--- src/rtl/fft_pkg.sv ---
// -----------------------------------------------------------------------------
// fft_pkg
// Shared definitions for the FFT framing transmitter:
//   fsm_state_e         - framer state encoding (IDLE, CFG, STREAM, PAD)
//   FFT_POINTS_DEFAULT  - default samples per frame
//   ZERO_SAMPLE         - padding sample; sliced to the sample width by users
//   cnt_width()         - sample-counter width for a given frame length
// -----------------------------------------------------------------------------
package fft_pkg;

  typedef enum logic [1:0] {
    ST_IDLE   = 2'd0,
    ST_CFG    = 2'd1,
    ST_STREAM = 2'd2,
    ST_PAD    = 2'd3
  } fsm_state_e;

  localparam int FFT_POINTS_DEFAULT = 1024;

  // Wide enough for any supported sample ({imag, real}, up to 32+32 bits).
  localparam int                   MAX_SAMPLE_W = 64;
  localparam logic [MAX_SAMPLE_W-1:0] ZERO_SAMPLE = '0;

  // Frame lengths are powers of two, so the counter wraps naturally.
  function automatic int cnt_width(input int points);
    return $clog2(points);
  endfunction

endpackage

--- src/rtl/axi4s_skid_buf.sv ---
// -----------------------------------------------------------------------------
// axi4s_skid_buf
// Two-entry AXI4-Stream skid buffer with a registered output stage and a
// tlast sideband. The head entry drives the master port; the tail entry
// absorbs one beat when the downstream stalls, so the upstream ready is a
// pure register output (not the downstream ready).
//
// Ports:
//   i_aclk, i_aresetn         clock, synchronous active-low reset
//   i_s_tvalid/o_s_tready     slave handshake
//   i_s_tdata/i_s_tlast       slave payload
//   o_m_tvalid/i_m_tready     master handshake
//   o_m_tdata/o_m_tlast       master payload
//   o_empty                   no beat held
// -----------------------------------------------------------------------------
module axi4s_skid_buf #(
  parameter int DATA_W = 32
) (
  input  logic              i_aclk,
  input  logic              i_aresetn,
  input  logic              i_s_tvalid,
  output logic              o_s_tready,
  input  logic [DATA_W-1:0] i_s_tdata,
  input  logic              i_s_tlast,
  output logic              o_m_tvalid,
  input  logic              i_m_tready,
  output logic [DATA_W-1:0] o_m_tdata,
  output logic              o_m_tlast,
  output logic              o_empty
);

  logic              head_vld_q, tail_vld_q;
  logic [DATA_W-1:0] head_data_q, tail_data_q;
  logic              head_last_q, tail_last_q;
  logic              push, pop;

  // Ready only depends on the tail slot, so a push never coincides with a
  // full buffer and the pop/push cases below stay simple.
  assign o_s_tready = !tail_vld_q;
  assign push       = i_s_tvalid && !tail_vld_q;
  assign pop        = head_vld_q && i_m_tready;

  assign o_m_tvalid = head_vld_q;
  assign o_m_tdata  = head_data_q;
  assign o_m_tlast  = head_vld_q && head_last_q;
  assign o_empty    = !head_vld_q;

  // NOTE: sequential state is updated with non-blocking assignments only, so
  // every flop samples the pre-edge value of its neighbours.
  always_ff @(posedge i_aclk) begin
    if (!i_aresetn) begin
      head_vld_q <= 1'b0;
      tail_vld_q <= 1'b0;
    end else if (pop) begin
      head_vld_q <= tail_vld_q || push;
      tail_vld_q <= 1'b0;
    end else if (push) begin
      if (head_vld_q) tail_vld_q <= 1'b1;
      else            head_vld_q <= 1'b1;
    end
  end

  // NOTE: payload registers are deliberately not reset; the valid flags
  // qualify them, and leaving them out of reset keeps the datapath cheap.
  always_ff @(posedge i_aclk) begin
    if (pop) begin
      if (tail_vld_q) begin
        head_data_q <= tail_data_q;
        head_last_q <= tail_last_q;
      end else if (push) begin
        head_data_q <= i_s_tdata;
        head_last_q <= i_s_tlast;
      end
    end else if (push) begin
      if (head_vld_q) begin
        tail_data_q <= i_s_tdata;
        tail_last_q <= i_s_tlast;
      end else begin
        head_data_q <= i_s_tdata;
        head_last_q <= i_s_tlast;
      end
    end
  end

endmodule

--- src/rtl/fft_frame_tx.sv ---
// -----------------------------------------------------------------------------
// fft_frame_tx
// Cuts a raw complex sample stream into FFT_POINTS-long frames for an FFT
// wrapper: sends a one-cycle direction word on the config channel when
// framing starts, forwards samples with tlast on the final sample of each
// frame, and zero-pads a frame to completion on a flush request.
//
// Ports:
//   i_aclk, i_aresetn                  clock, synchronous active-low reset
//   i_enable                           start / continue framing (level)
//   i_cfg_fwd                          FFT direction (1 = forward)
//   i_flush                            pulse: zero-pad the current frame
//   i_axi4s_smp_*/o_axi4s_smp_tready   raw sample input {imag, real}
//   o_axi4s_cfg_tvalid/_tdata          config word, no ready
//   o_axi4s_data_*/i_axi4s_data_tready framed output stream
//   o_frame_cnt                        completed frames (wrapping)
//   o_busy                             not idle
// DATAIN_WIDTH must not exceed 32 (padding constant width).
// -----------------------------------------------------------------------------
module fft_frame_tx
  import fft_pkg::*;
#(
  parameter int DATAIN_WIDTH = 16,
  parameter int FFT_POINTS   = FFT_POINTS_DEFAULT
) (
  input  logic                      i_aclk,
  input  logic                      i_aresetn,
  input  logic                      i_enable,
  input  logic                      i_cfg_fwd,
  input  logic                      i_flush,
  input  logic                      i_axi4s_smp_tvalid,
  input  logic [2*DATAIN_WIDTH-1:0] i_axi4s_smp_tdata,
  output logic                      o_axi4s_smp_tready,
  output logic                      o_axi4s_cfg_tvalid,
  output logic                      o_axi4s_cfg_tdata,
  output logic                      o_axi4s_data_tvalid,
  output logic [2*DATAIN_WIDTH-1:0] o_axi4s_data_tdata,
  output logic                      o_axi4s_data_tlast,
  input  logic                      i_axi4s_data_tready,
  output logic [15:0]               o_frame_cnt,
  output logic                      o_busy
);

  localparam int               SAMPLE_W = 2 * DATAIN_WIDTH;
  localparam int               CNT_W    = cnt_width(FFT_POINTS);
  localparam logic [CNT_W-1:0] CNT_LAST = CNT_W'(FFT_POINTS - 1);

  fsm_state_e         state_q;
  logic [CNT_W-1:0]   cnt_q;
  logic [15:0]        frame_cnt_q;
  logic               cfg_vld_q, cfg_fwd_q, busy_q;

  logic               buf_ready, buf_empty;
  logic               out_vld, out_last;
  logic [SAMPLE_W-1:0] out_data;
  logic               cnt_zero, smp_ready, smp_push, pad_push, push;
  logic [SAMPLE_W-1:0] push_data;
  logic               push_last, tlast_done;

  // The counter tracks samples written into the skid buffer, so the tlast
  // tag travels with its sample. With the buffer empty it equals the number
  // of beats already delivered in the current frame.
  assign cnt_zero = (cnt_q == '0);

  // Once enable drops, only the remainder of the current frame is taken;
  // a flush pulse blocks acceptance in its own cycle.
  assign smp_ready = i_aresetn && (state_q == ST_STREAM) && buf_ready &&
                     !i_flush && (i_enable || !cnt_zero);
  assign smp_push  = i_axi4s_smp_tvalid && smp_ready;

  // Padding only continues while a frame is open; a flush that found the
  // last real sample already tagged needs no zeros.
  assign pad_push  = (state_q == ST_PAD) && buf_ready && !cnt_zero;
  assign push      = smp_push || pad_push;
  assign push_data = pad_push ? ZERO_SAMPLE[SAMPLE_W-1:0] : i_axi4s_smp_tdata;
  assign push_last = (cnt_q == CNT_LAST);

  assign tlast_done = out_vld && i_axi4s_data_tready && out_last;

  axi4s_skid_buf #(
    .DATA_W (SAMPLE_W)
  ) u_skid (
    .i_aclk     (i_aclk),
    .i_aresetn  (i_aresetn),
    .i_s_tvalid (push),
    .o_s_tready (buf_ready),
    .i_s_tdata  (push_data),
    .i_s_tlast  (push_last),
    .o_m_tvalid (out_vld),
    .i_m_tready (i_axi4s_data_tready),
    .o_m_tdata  (out_data),
    .o_m_tlast  (out_last),
    .o_empty    (buf_empty)
  );

  always_ff @(posedge i_aclk) begin
    if (!i_aresetn) begin
      state_q     <= ST_IDLE;
      cnt_q       <= '0;
      frame_cnt_q <= '0;
      cfg_vld_q   <= 1'b0;
      cfg_fwd_q   <= 1'b0;
      busy_q      <= 1'b0;
    end else begin
      cfg_vld_q <= 1'b0;
      if (push)       cnt_q       <= cnt_q + CNT_W'(1);
      if (tlast_done) frame_cnt_q <= frame_cnt_q + 16'd1;

      case (state_q)
        ST_IDLE: begin
          if (i_enable) begin
            state_q   <= ST_CFG;
            cfg_vld_q <= 1'b1;
            cfg_fwd_q <= i_cfg_fwd;
            busy_q    <= 1'b1;
          end
        end
        ST_CFG: state_q <= ST_STREAM;
        ST_STREAM: begin
          // Flush wins over a simultaneous enable drop.
          if (i_flush && (!cnt_zero || !buf_empty)) begin
            state_q <= ST_PAD;
          end else if (!i_enable && cnt_zero && buf_empty) begin
            state_q <= ST_IDLE;
            busy_q  <= 1'b0;
          end
        end
        ST_PAD: begin
          // With cnt_q at zero the tagged tlast is the newest buffered beat,
          // so this completion closes the padded frame.
          if (tlast_done && cnt_zero) begin
            state_q <= i_enable ? ST_STREAM : ST_IDLE;
            busy_q  <= i_enable;
          end
        end
        default: begin
          state_q <= ST_IDLE;
          busy_q  <= 1'b0;
        end
      endcase
    end
  end

  assign o_axi4s_smp_tready  = smp_ready;
  assign o_axi4s_cfg_tvalid  = cfg_vld_q;
  assign o_axi4s_cfg_tdata   = cfg_fwd_q;
  assign o_axi4s_data_tvalid = out_vld;
  assign o_axi4s_data_tdata  = out_data;
  assign o_axi4s_data_tlast  = out_last;
  assign o_frame_cnt         = frame_cnt_q;
  assign o_busy              = busy_q;

endmodule

--- config.mk ---
export PLATFORM = sky130hd
export DESIGN_NAME = fft_frame_tx
export DESIGN_NICKNAME = d
export VERILOG_FILES = /design/src/rtl/fft_pkg.sv /design/src/rtl/axi4s_skid_buf.sv /design/src/rtl/fft_frame_tx.sv
export SDC_FILE = /design/constraint.sdc
export NUM_CORES = 1
export LEC_CHECK = 0
export CAP_MARGIN = 40
export CORE_MARGIN = 2
export CORE_UTILIZATION = 51
export DETAILED_ROUTE_END_ITERATION = 16
export PLACE_DENSITY = 0.8
export SLEW_MARGIN = 40
export SYNTH_ARGS = -nofsm -noshare
export SYNTH_HDL_FRONTEND = slang
export SYNTH_HIERARCHICAL = 1
export SYNTH_SLANG_ARGS = --single-unit
--- constraint.sdc ---
create_clock -name i_aclk -period 6.1 [get_ports i_aclk]
set_input_delay 1.22 -clock i_aclk [delete_from_list [all_inputs] [get_ports i_aclk]]
set_output_delay 1.22 -clock i_aclk [all_outputs]
set_load 0.05 [all_outputs]
==> flow_results.xml <==
<?xml version="1.0" encoding="UTF-8"?>
<metrics>
  <group name="run_status">
    <metric name="status" unit="">finished, final reports clean</metric>
  </group>
  <group name="placed_design">
    <metric name="numPortBuffers" unit="">92</metric>
    <metric name="routabilityCongestion" unit="">0.860</metric>
    <metric name="placedInstanceArea" unit="mm^2">0.00550</metric>
    <metric name="dpl_worst_slack" unit="ns">1.60</metric>
    <metric name="dp_hpwl" unit="um">5930</metric>
  </group>
  <group name="setup_path">
    <metric name="worstSetupStartpointType" unit="">input port</metric>
    <metric name="critical_path_class" unit="">input port to primary output</metric>
    <metric name="arrival" unit="ns">3.29</metric>
    <metric name="critical_path.endpoint_type" unit="">primary output</metric>
    <metric name="cp_max_fo" unit="">15</metric>
    <metric name="wp_data_required" unit="ns">4.88</metric>
  </group>
  <group name="sta">
    <metric name="rsz_0062_raised_after_global_routing" unit="">false</metric>
    <metric name="worst_pin_slew" unit="ns">0.673</metric>
    <metric name="hold_viol_final" unit="">0</metric>
    <metric name="finalWorstSetupSlack" unit="ns">1.59</metric>
    <metric name="setup_violation_total_in_the_final_timing_report" unit="">0</metric>
    <metric name="timing.final.crit_period" unit="ns">4.51</metric>
    <metric name="fmaxAchievable" unit="GHz">0.222</metric>
    <metric name="finClkSkew" unit="ns">0.0149</metric>
    <metric name="finalCritPeriodShare" unit="">0.739</metric>
    <metric name="maxSlewHeadroom" unit="">0.551</metric>
    <metric name="fin_setup_tns" unit="ns">0</metric>
    <metric name="timing_max_transition_violations_final" unit="">0</metric>
  </group>
  <group name="routing">
    <metric name="route.antenna.remaining_nets" unit="">0</metric>
    <metric name="routed-via-count" unit="">3012</metric>
    <metric name="drc" unit="">0</metric>
    <metric name="via_per_inst" unit="">5.44</metric>
    <metric name="route.final.wire_length" unit="um">8550</metric>
    <metric name="firstDrtPassIters" unit="">4</metric>
    <metric name="drtIter0Drc" unit="">126</metric>
    <metric name="routed_wire_length_per_instance" unit="um">15.4</metric>
  </group>
  <group name="global_routing">
    <metric name="grt_util_met1" unit="">0.245</metric>
    <metric name="groute.layer.met3.usage" unit="">0.0612</metric>
    <metric name="gr-usage-met2" unit="">0.293</metric>
    <metric name="number_of_antenna_violations_at_the_first_check_in_global_routing" unit="">0</metric>
    <metric name="first_pass_grt_wire_length" unit="um">14200</metric>
    <metric name="global_route.overflow_total" unit="">0</metric>
    <metric name="track_usage" unit="">0.184</metric>
    <metric name="first_global_vias" unit="">2900</metric>
    <metric name="grt_busiest_layer" unit="">met2</metric>
    <metric name="grt_max_degree" unit="">34</metric>
  </group>
  <group name="synth">
    <metric name="synth_xor_xnor_area_share" unit="">0.0216</metric>
    <metric name="synth_cell_types" unit="">50</metric>
    <metric name="post-synth-top-count-cell" unit="">sky130_fd_sc_hd__edfxtp_1</metric>
    <metric name="postSynth.topFlopCell" unit="">sky130_fd_sc_hd__edfxtp_1</metric>
    <metric name="post_synth_instance_area" unit="mm^2">0.00446</metric>
    <metric name="ys_seq_area_frac" unit="">0.593</metric>
    <metric name="netlist_top_cells_count" unit="">sky130_fd_sc_hd__edfxtp_1 (66), sky130_fd_sc_hd__dfxtp_1 (33), sky130_fd_sc_hd__nor2b_1 (33), sky130_fd_sc_hd__mux2_4 (30), sky130_fd_sc_hd__nand2_1 (22)</metric>
    <metric name="synth-adder-area-share" unit="">0.00842</metric>
    <metric name="syn_area_per_cell" unit="um^2">12.8</metric>
    <metric name="yosys.area_share.simple" unit="">0.178</metric>
    <metric name="syn-instance-count" unit="">348</metric>
    <metric name="synth.area.mux_share" unit="">0.120</metric>
    <metric name="postSynthRegisterBits" unit="">99</metric>
    <metric name="synthDominantCellAreaShare" unit="">0.445</metric>
    <metric name="synth-compound-area-share" unit="">0.0514</metric>
    <metric name="synth_area_leader_cell" unit="">sky130_fd_sc_hd__edfxtp_1</metric>
    <metric name="main_area_contributors_after_synthesis" unit="">sky130_fd_sc_hd__edfxtp_1 (44%), sky130_fd_sc_hd__dfxtp_1 (15%), sky130_fd_sc_hd__mux2_4 (10%), sky130_fd_sc_hd__nor2b_1 (4.6%), sky130_fd_sc_hd__nand2_1 (1.9%)</metric>
    <metric name="synthesis.nets" unit="">390</metric>
    <metric name="asyncSetResetFlopFracSynth" unit="">0</metric>
    <metric name="synth-edff-count" unit="">66</metric>
    <metric name="combinational_family_with_the_most_area_after_synthesis" unit="">simple AND/OR/NAND/NOR gates</metric>
    <metric name="synth.yosys.warnings" unit="">6</metric>
  </group>
  <group name="worst_hold_path">
    <metric name="type_of_the_most_critical_hold_path" unit="">flip-flop to flip-flop</metric>
  </group>
  <group name="layout">
    <metric name="regArea" unit="mm^2">0.00264</metric>
    <metric name="n_fill_cell" unit="">643</metric>
    <metric name="fraction_of_final_layout_cells_sized_beyond_drive_strength_1" unit="">0.143</metric>
    <metric name="area_growth_syn_to_layout" unit="%">28.5</metric>
    <metric name="antenna_cells_inserted" unit="">0</metric>
    <metric name="nets" unit="">483</metric>
    <metric name="final_core_utilization" unit="">0.666</metric>
    <metric name="multi_input_comb_area" unit="mm^2">0.00172</metric>
    <metric name="finalInstanceArea" unit="mm^2">0.00573</metric>
  </group>
  <group name="clock_network">
    <metric name="postCtsHoldBufs" unit="">0</metric>
    <metric name="cts-root-to-sink-buffers" unit="">2</metric>
    <metric name="clkTransAtPathRegs" unit="ns">0.10</metric>
    <metric name="clock-sinks" unit="">99</metric>
    <metric name="cts_resized" unit="">0</metric>
    <metric name="clk_latency" unit="ns">0.37</metric>
    <metric name="cts-root-buf" unit="">sky130_fd_sc_hd__clkbuf_8</metric>
    <metric name="post-cts-setup-buffer-count" unit="">0</metric>
    <metric name="cts_tree" unit="">done</metric>
    <metric name="numCtsBuffers" unit="">9</metric>
    <metric name="cts-htree-levels" unit="">3</metric>
  </group>
  <group name="die">
    <metric name="core_area" unit="mm^2">0.00859</metric>
    <metric name="floorplan.die.height" unit="um">97.5</metric>
    <metric name="chipWidth" unit="um">97.5</metric>
    <metric name="start_util" unit="">0.518</metric>
    <metric name="boundaryPins" unit="">93</metric>
    <metric name="design.die.area" unit="mm^2">0.00950</metric>
    <metric name="num_rows" unit="">34</metric>
  </group>
  <group name="power_and_ir_drop">
    <metric name="share_comb_of_total_power" unit="">0.075</metric>
    <metric name="seqPwrFrac" unit="">0.571</metric>
    <metric name="power.net_switching" unit="W">0.000291</metric>
    <metric name="power_density" unit="mW/mm^2">221</metric>
    <metric name="max-vdd-ir-drop" unit="uV">119</metric>
    <metric name="power.share.switching" unit="">0.230</metric>
    <metric name="power_frac_clock" unit="">0.354</metric>
    <metric name="power_leakage" unit="nW">2.07</metric>
    <metric name="p_int" unit="W">0.000974</metric>
  </group>
  <group name="run">
    <metric name="cap_viol_max_count" unit="">0</metric>
  </group>
</metrics>
layer usage:
layer / wire (um) / up-vias / part of all wire
li1: - / 1459 / -
met1: 3820 / 1442 / 0.45
met5: 0 / - / 0
met4: 46 / 0 / 0.0054
met3: 597 / 7 / 0.070
met2: 4090 / 104 / 0.48
critical path, stage by stage:
cell and delay [ns]:
sky130_fd_sc_hd__clkdlybuf4s50_1 0.77, sky130_fd_sc_hd__nand2b_1 0.16, sky130_fd_sc_hd__nor4_1 0.27, sky130_fd_sc_hd__clkdlybuf4s50_1 0.86
flip-flops by register name, summed over array words and instances (netlist names):
register            flops
u_skid/tail_vld_q       1
o_frame_cnt            16
o_busy                  1
u_skid/head_last_q      1
u_skid/tail_last_q      1
u_skid/o_m_tvalid       1
state_q                 2
u_skid/o_m_tdata       32
cnt_q                  10
o_axi4s_cfg_tdata       1
o_axi4s_cfg_tvalid      1
u_skid/tail_data_q     32
worst paths after layout:
path	startpoint	endpoint	slack (ns)	cells past startpoint
setup / recovery	i_aresetn	o_axi4s_smp_tready	1.59	4
hold / removal	cnt_q[9]	cnt_q[9]	0.50	2
setup reg to reg	u_skid/tail_vld_q	u_skid/o_m_tdata[9]	3.41	8
hold reg to reg	cnt_q[9]	cnt_q[9]	0.50	2
layout by cell type, fill, tap and decap left out, types with 2 or more instances in the layout:
master	netlist	routed
sky130_fd_sc_hd__a21o_1	2	2
sky130_fd_sc_hd__a21oi_1	14	14
sky130_fd_sc_hd__and3_1	5	5
sky130_fd_sc_hd__and4_1	2	2
sky130_fd_sc_hd__buf_4	0	2
sky130_fd_sc_hd__clkbuf_8	0	9
sky130_fd_sc_hd__clkdlybuf4s50_1	0	92
sky130_fd_sc_hd__clkinv_4	0	2
sky130_fd_sc_hd__dfxtp_1	33	33
sky130_fd_sc_hd__edfxtp_1	66	66
sky130_fd_sc_hd__ha_1	3	3
sky130_fd_sc_hd__inv_1	9	9
sky130_fd_sc_hd__inv_8	0	2
sky130_fd_sc_hd__mux2_2	4	4
sky130_fd_sc_hd__mux2_4	30	30
sky130_fd_sc_hd__mux2i_1	4	4
sky130_fd_sc_hd__nand2_1	22	22
sky130_fd_sc_hd__nand2b_1	3	3
sky130_fd_sc_hd__nand3_1	16	16
sky130_fd_sc_hd__nand4_1	5	5
sky130_fd_sc_hd__nand4b_1	2	2
sky130_fd_sc_hd__nor2_1	17	16
sky130_fd_sc_hd__nor2b_1	33	33
sky130_fd_sc_hd__nor3_1	3	2
sky130_fd_sc_hd__nor3b_1	3	3
sky130_fd_sc_hd__nor4_1	4	4
sky130_fd_sc_hd__o21ai_0	6	6
sky130_fd_sc_hd__o31ai_1	5	5
sky130_fd_sc_hd__or3_1	7	7
sky130_fd_sc_hd__or4_1	6	6
sky130_fd_sc_hd__xnor2_1	5	5
sky130_fd_sc_hd__xor2_1	6	6
metrics by stage:
stage | hold slack, ns | std cells | total power, W
floorplan | 0.460 | 348 | 0.000791
global placement | 0.470 | 536 | 0.000829
CTS | 0.504 | 553 | 0.00128
detailed placement | 0.490 | 537 | 0.000832
global route | 0.532 | 554 | 0.00131
finish | 0.497 | 554 | 0.00126
cell type report:
cell class / count / share of cell area
well taps: 108 / 0.0236
flip-flops and latches: 99 / 0.462
clock inverters: 7 / 0.0166
repair buffers: 96 / 0.170
multi-input cells: 225 / 0.300
inverters: 10 / 0.00656
clock buffers: 9 / 0.0216
power by group through the flow:
stage / Sequential (W) / Combinational (W) / Clock [W]
detailed placement: 0.000738 / 0.0000937 / 0
global route: 0.000723 / 0.000102 / 0.000485
finish: 0.000723 / 0.0000949 / 0.000447
CTS: 0.000723 / 0.0000946 / 0.000458
global placement: 0.000738 / 0.0000914 / 0
floorplan: 0.000747 / 0.0000447 / 0
cell families after synthesis:
| logic type | count (synthesis) |
|---|---|
| AO/OA/AOI/OAI | 36 |
| XOR/XNOR | 11 |
| adder cells (fa/ha/maj) | 3 |
| buffers and inverters | 24 |
| flip-flops | 99 |
| multiplexers | 38 |
| AND/OR/NAND/NOR | 137 |
No activity file was read; power rests on OpenSTA's default activity.
